==> src/rtl/writeback_scoreboard.sv <==
// Issue-time hazard scheduler for a shared 2R/1W register file: per-register writeback countdowns,
// RAW/WAW/write-port stall generation, and a check of each register-file write against its schedule.
module writeback_scoreboard #(
  parameter int NUM_REGS = 32,
  parameter int MAX_LAT  = 6,
  parameter int CNT_W    = 3
) (
  input  logic                clock,
  input  logic                reset,
  input  logic                issue_valid,
  input  logic [4:0]          issue_rs1,
  input  logic                issue_use_rs1,
  input  logic [4:0]          issue_rs2,
  input  logic                issue_use_rs2,
  input  logic [4:0]          issue_rd,
  input  logic                issue_wr_rd,
  input  logic [CNT_W-1:0]    issue_lat,
  input  logic                flush,
  input  logic                wb_valid,
  input  logic [4:0]          wb_rd,
  output logic                stall,
  output logic                issue_fire,
  output logic [NUM_REGS-1:0] busy_mask,
  output logic                sched_error
);

  localparam int              TAG_W     = 5;
  localparam logic [CNT_W-1:0] MAX_LAT_C = CNT_W'(MAX_LAT);
  localparam logic [CNT_W-1:0] ONE_C     = CNT_W'(1);

  logic [CNT_W-1:0] cnt      [NUM_REGS];
  logic [CNT_W-1:0] cnt_next [NUM_REGS];

  logic             raw1, raw2, waw, port_hit, rd_ok;
  logic             lat_legal, record, lat_error;
  logic             wb_early, wb_missed, wb_error;
  logic [CNT_W:0]   lat_plus1;

  // Hazard detection and issue decision.
  always_comb begin
    // NOTE: every always_comb output gets a default first, so no path leaves a latch behind.
    port_hit  = 1'b0;
    lat_plus1 = {1'b0, issue_lat} + 1'b1;
    rd_ok     = issue_wr_rd && (issue_rd != '0);
    raw1      = issue_use_rs1 && (issue_rs1 != '0) && (cnt[issue_rs1] != '0);
    raw2      = issue_use_rs2 && (issue_rs2 != '0) && (cnt[issue_rs2] != '0);
    waw       = rd_ok && (cnt[issue_rd] != '0);
    for (int r = 1; r < NUM_REGS; r++) begin
      if ({1'b0, cnt[r]} == lat_plus1) port_hit = 1'b1;
    end
    stall      = issue_valid && (raw1 || raw2 || waw || (rd_ok && port_hit));
    issue_fire = issue_valid && !stall;
    lat_legal  = (issue_lat != '0) && (issue_lat <= MAX_LAT_C);
    record     = issue_fire && rd_ok && !flush;
    lat_error  = issue_fire && rd_ok && !lat_legal;
  end

  // Write-port check: a write must land exactly when its countdown reads 1.
  always_comb begin
    wb_missed = 1'b0;
    wb_early  = wb_valid && (wb_rd != '0) && (cnt[wb_rd] != ONE_C);
    for (int r = 1; r < NUM_REGS; r++) begin
      if (cnt[r] == ONE_C && !(wb_valid && wb_rd == r[TAG_W-1:0])) wb_missed = 1'b1;
    end
    wb_error = !flush && (wb_early || wb_missed);
  end

  // Next-state countdowns: flush beats a new record, which beats the decrement.
  always_comb begin
    for (int r = 0; r < NUM_REGS; r++) begin
      cnt_next[r] = (cnt[r] != '0) ? cnt[r] - ONE_C : '0;
      if (r == 0 || flush) begin
        cnt_next[r] = '0;
      end else if (record && issue_rd == r[TAG_W-1:0]) begin
        cnt_next[r] = lat_legal ? issue_lat : MAX_LAT_C;
      end
    end
  end

  always_ff @(posedge clock) begin
    // NOTE: the countdowns are live scheduling state, not storage, so they must be reset;
    // a stale non-zero entry would stall decode or trip the write check after power-up.
    if (reset) begin
      for (int r = 0; r < NUM_REGS; r++) cnt[r] <= '0;
      busy_mask   <= '0;
      sched_error <= 1'b0;
    end else begin
      // NOTE: sequential state uses <= only, so every register samples pre-edge values.
      for (int r = 0; r < NUM_REGS; r++) begin
        cnt[r]       <= cnt_next[r];
        busy_mask[r] <= (cnt_next[r] != '0);
      end
      sched_error <= sched_error || lat_error || wb_error;
    end
  end

endmodule
==> config.mk <==
export PLATFORM = sky130hd
export DESIGN_NAME = writeback_scoreboard
export DESIGN_NICKNAME = d
export VERILOG_FILES = /design/src/rtl/writeback_scoreboard.sv
export SDC_FILE = /design/constraint.sdc
export NUM_CORES = 1
export LEC_CHECK = 0
export BUFFER_PORTS_ARGS = -buffer_cell sky130_fd_sc_hd__buf_2
export CAP_MARGIN = 25
export CORE_MARGIN = 2
export CORE_UTILIZATION = 59
export DETAILED_ROUTE_END_ITERATION = 10
export PLACE_DENSITY_LB_ADDON = 0.08
export REMOVE_ABC_BUFFERS = 1
export SLEW_MARGIN = 5
export SYNTH_ARGS = -nofsm -noshare
export SYNTH_HDL_FRONTEND = slang
export SYNTH_SLANG_ARGS = --single-unit
==> constraint.sdc <==
create_clock -name clock -period 6 [get_ports clock]
set_clock_uncertainty 0.2 [all_clocks]
set_input_delay 1.2 -clock clock [delete_from_list [all_inputs] [get_ports clock]]
set_output_delay 1.2 -clock clock [all_outputs]
set_load 0.02 [all_outputs]
==> summary.txt <==
Floorplanning
  – Die outline area: 0.0194 sq mm
  – Initial core utilization: 60.0%
  – DIE HEIGHT: 139 um
  – Number of placement rows: 49
  – Ports placed on the boundary: 66
  – DIE WIDTH: around 140 um
  – Core Region: approximately 0.018 sq mm

CTS
  – H-Tree Level Count: 4
  – Count of hold-fix buffers inserted at cts: 0
  – Post-CTS Resized: 0
  – CTS root buf: clkbuf_16
  – Number of buffers added by the clock tree synthesis step: 17
  – Clock tree from TritonCTS: built
  – CTS Buffer Depth: 2
  – Post-CTS setup buffer count: 0
  – Clock latency on the worst-skew pair: 430 ps
  – Reg clk slew, reported paths: ~50 ps
  – Clock tree sinks: around 130

Yosys
  – Post-synthesis area per instance: 7.42 sq um
  – Number of distinct library cells after synthesis: 63
  – Register bit count reported by yosys: 125
  – Top flip-flop cell by instance count after synthesis: dfxtp_1
  – Synth Cell Area: 0.0108 sq mm
  – Post-synthesis cell count: 1453
  – Warning count from the yosys run: 0
  – Number of enable-type register cells in the synthesized netlist: 0
  – Proportion of synthesized chip area in sequential cells: between 20% and 30%
  – Ys async rst share: 0%

Setup path
  – Crit path kind: primary input to output port
  – Crit path required time: approximately 4600 ps
  – Crit start category: primary input
  – CP max FO: 18
  – Critical path capture point type: output port
  – Logic depth of the worst register-to-register path: 10
  – Worst EP arrival: 4240 ps

GRT
  – Number of global-route vias before repair: 10800
  – Maximum number of pins on one net before global-route repair: 75
  – First-pass GRT wire length: about 64000 um
  – Initial antenna violation count: 0
  – GRT Total Usage: 42.7%
  – Remaining global-route overflow: 0

Timing
  – Actual transition at the worst max-transition pin: 944 ps
  – Max Slew Vio Count: 0
  – WHS: roughly 320 ps
  – Headroom to the max-slew limit: 37.0%
  – Final critical-path share of the clock period: 94.0%
  – RSZ-0062 raised after global routing: no
  – Hold Violations, Final: 0
  – Final critical-path required period: 5640 ps
  – Setup-failing EPs final: 0
  – Maximum achievable frequency: about 0.18 GHz

Layout
  – Summed area of non-filler cells in the final layout: 0.0117 sq mm
  – Number of nets in the layout: 1530
  – Layout Area Growth over Synthesis: 8.80%
  – Share of final-layout standard cells stronger than drive strength 1: 13.1%
  – Commonest non-fill, non-tap cell in the layout: nand2_1
  – Number of filler cells placed in the layout: 1635
  – Most frequent cells in the layout: 198 x nand2_1, 125 x dfxtp_1, 124 x nor2_1, 91 x o21ai_0, 84 x mux2i_1

Pwr
  – Worst IR Drop VDD: 211 uV
  – Clock network power share: 47.3%
  – Final total power: 0.00221 W
  – Combinational group share of total power: 15.2%
  – Switching Fraction: 28.6%
  – Power density normalized to cell area: around 190 mW/mm^2
  – Sequential share of power: 37.5%
  – Power spent charging and discharging nets: roughly 0.00063 W
  – Leakage power: 5.29 nW
  – Total internal power: 0.00158 W

Detailed routing
  – Vias/cell: 6.95
  – Post-Route WL: about 42000 um
  – Post-detailed-route DRC marker count: 0
  – 1st-pass router iterations: 6
  – Number of DRC markers after the initial detailed-route iteration: 1945
  – Vias: 11700
  – Routed wire length per instance: between 20 and 30 um
  – Final ANT Viol Nets: 0

Placement
  – Area after detailed placement: 0.0112 sq mm
  – Placed wire-length estimate after detailed placement: 29300 um
  – Number of input and output port buffers inserted: 64
  – Gpl congestion: 1.09

Worst hold path
  – Tightest Hold Check Type: register to register
  – Cell count of the worst hold path: 2

Flow run
  – Number of violations of the max-capacitance limit: 0

Status
  – Run status: complete, no violations
sequential cells by signal, summed over array words and instances, names as in the netlist:
name and cells:
busy_mask 31, cnt 93, sched_error 1
final timing paths:
path	startpoint	to	slack, ps
worst max-delay path	issue_lat[1]	stall	360
worst min-delay path	sched_error	sched_error	320
worst max register to register	cnt[28][0]	cnt[13][1]	1810
worst min register to register	sched_error	sched_error	320
synth_stat cells (8+ instances only):
library cell / number / share of area [%]
a2111oi_0: 15 / 1.2
mux4_2: 16 / 3.3
a21oi_1: 51 / 2.4
nand2_1: 198 / 6.9
mux2i_1: 84 / 7.8
o31ai_1: 8 / 0.56
xor2_1: 30 / 2.4
or3_1: 12 / 0.70
nor4_1: 23 / 1.3
o311ai_0: 12 / 0.97
nand2b_1: 15 / 0.87
buf_2: 22 / 1.0
a22oi_1: 11 / 0.77
clkbuf_1: 105 / 3.7
nor2_1: 126 / 4.4
nand4_1: 56 / 3.2
nor3b_1: 11 / 0.77
inv_1: 73 / 2.5
xnor2_1: 20 / 1.6
nand3_1: 42 / 1.9
a211oi_1: 16 / 1.1
ha_1: 65 / 7.5
a31oi_1: 12 / 0.70
a21o_1: 8 / 0.56
nor2b_1: 9 / 0.52
dfxtp_1: 125 / 23
o21ai_0: 91 / 4.2
nor3_1: 61 / 2.8
mux2_2: 24 / 2.5
kinds of logic after synthesis:
logic type               after synthesis  synth area share (%)
buffers and inverters                208                  7.53
flip-flops                           125                  23.2
AO/OA/AOI/OAI                        284                  17.3
XOR/XNOR                              50                  4.06
multiplexers                         124                  13.6
adder cells (fa/ha/maj)               65                  7.54
other                                  1                0.0348
AND/OR/NAND/NOR                      596                  26.7
stage by stage:
| stage | util, % | setup slack [ps] | cells | TNS [ps] |
|---|---|---|---|---|
| floorplan | - | -2780 | 1318 | -205030 |
| global placement | 62.1 | 520 | 1644 | 0 |
| detailed placement | 62.1 | 476 | 1644 | 0 |
| CTS | 65.3 | 467 | 1675 | 0 |
| global route | 65.3 | 169 | 1675 | 0 |
| finish | 65.3 | 357 | 1677 | 0 |
routing by layer:
metal	vias up	track usage, %	wire [um]
met2	898	62.1	17400
met4	0	18.2	1920
met1	5429	57.2	16400
li1	5166	-	-
met3	161	15.7	6590
met5	-	0	0
worst max-delay path: stages:
cell,delay (ps)
buf_2,90
buf_4,230
ha_1,260
xor2_1,690
o31ai_1,210
nor4_1,330
a22oi_1,200
a2111oi_4,500
o21ai_0,200
and2_1,190
buf_2,150
final cells by class:
cell class / count / area (sq um) / area share (%)
clock buffers: 19 / 433 / 3.69
well taps: 229 / 287 / 2.44
inverters: 73 / 274 / 2.33
diodes: 2 / 5.00 / 0.0426
flip-flops and latches: 125 / 2500 / 21.3
multi-input cells: 1120 / 7510 / 64.0
repair buffers: 97 / 581 / 4.95
clock inverters: 12 / 148 / 1.26
power groups by stage:
stage	registers, W	logic [W]	clock network, W
2_1_floorplan	0.000850	0.000176	0
3_3_place_gp	0.000849	0.000320	0
3_5_place_dp	0.000849	0.000321	0
4_1_cts	0.000831	0.000322	0.00106
5_1_grt	0.000831	0.000354	0.00109
6_report	0.000831	0.000337	0.00105
Power figures use the tool's default switching activity.
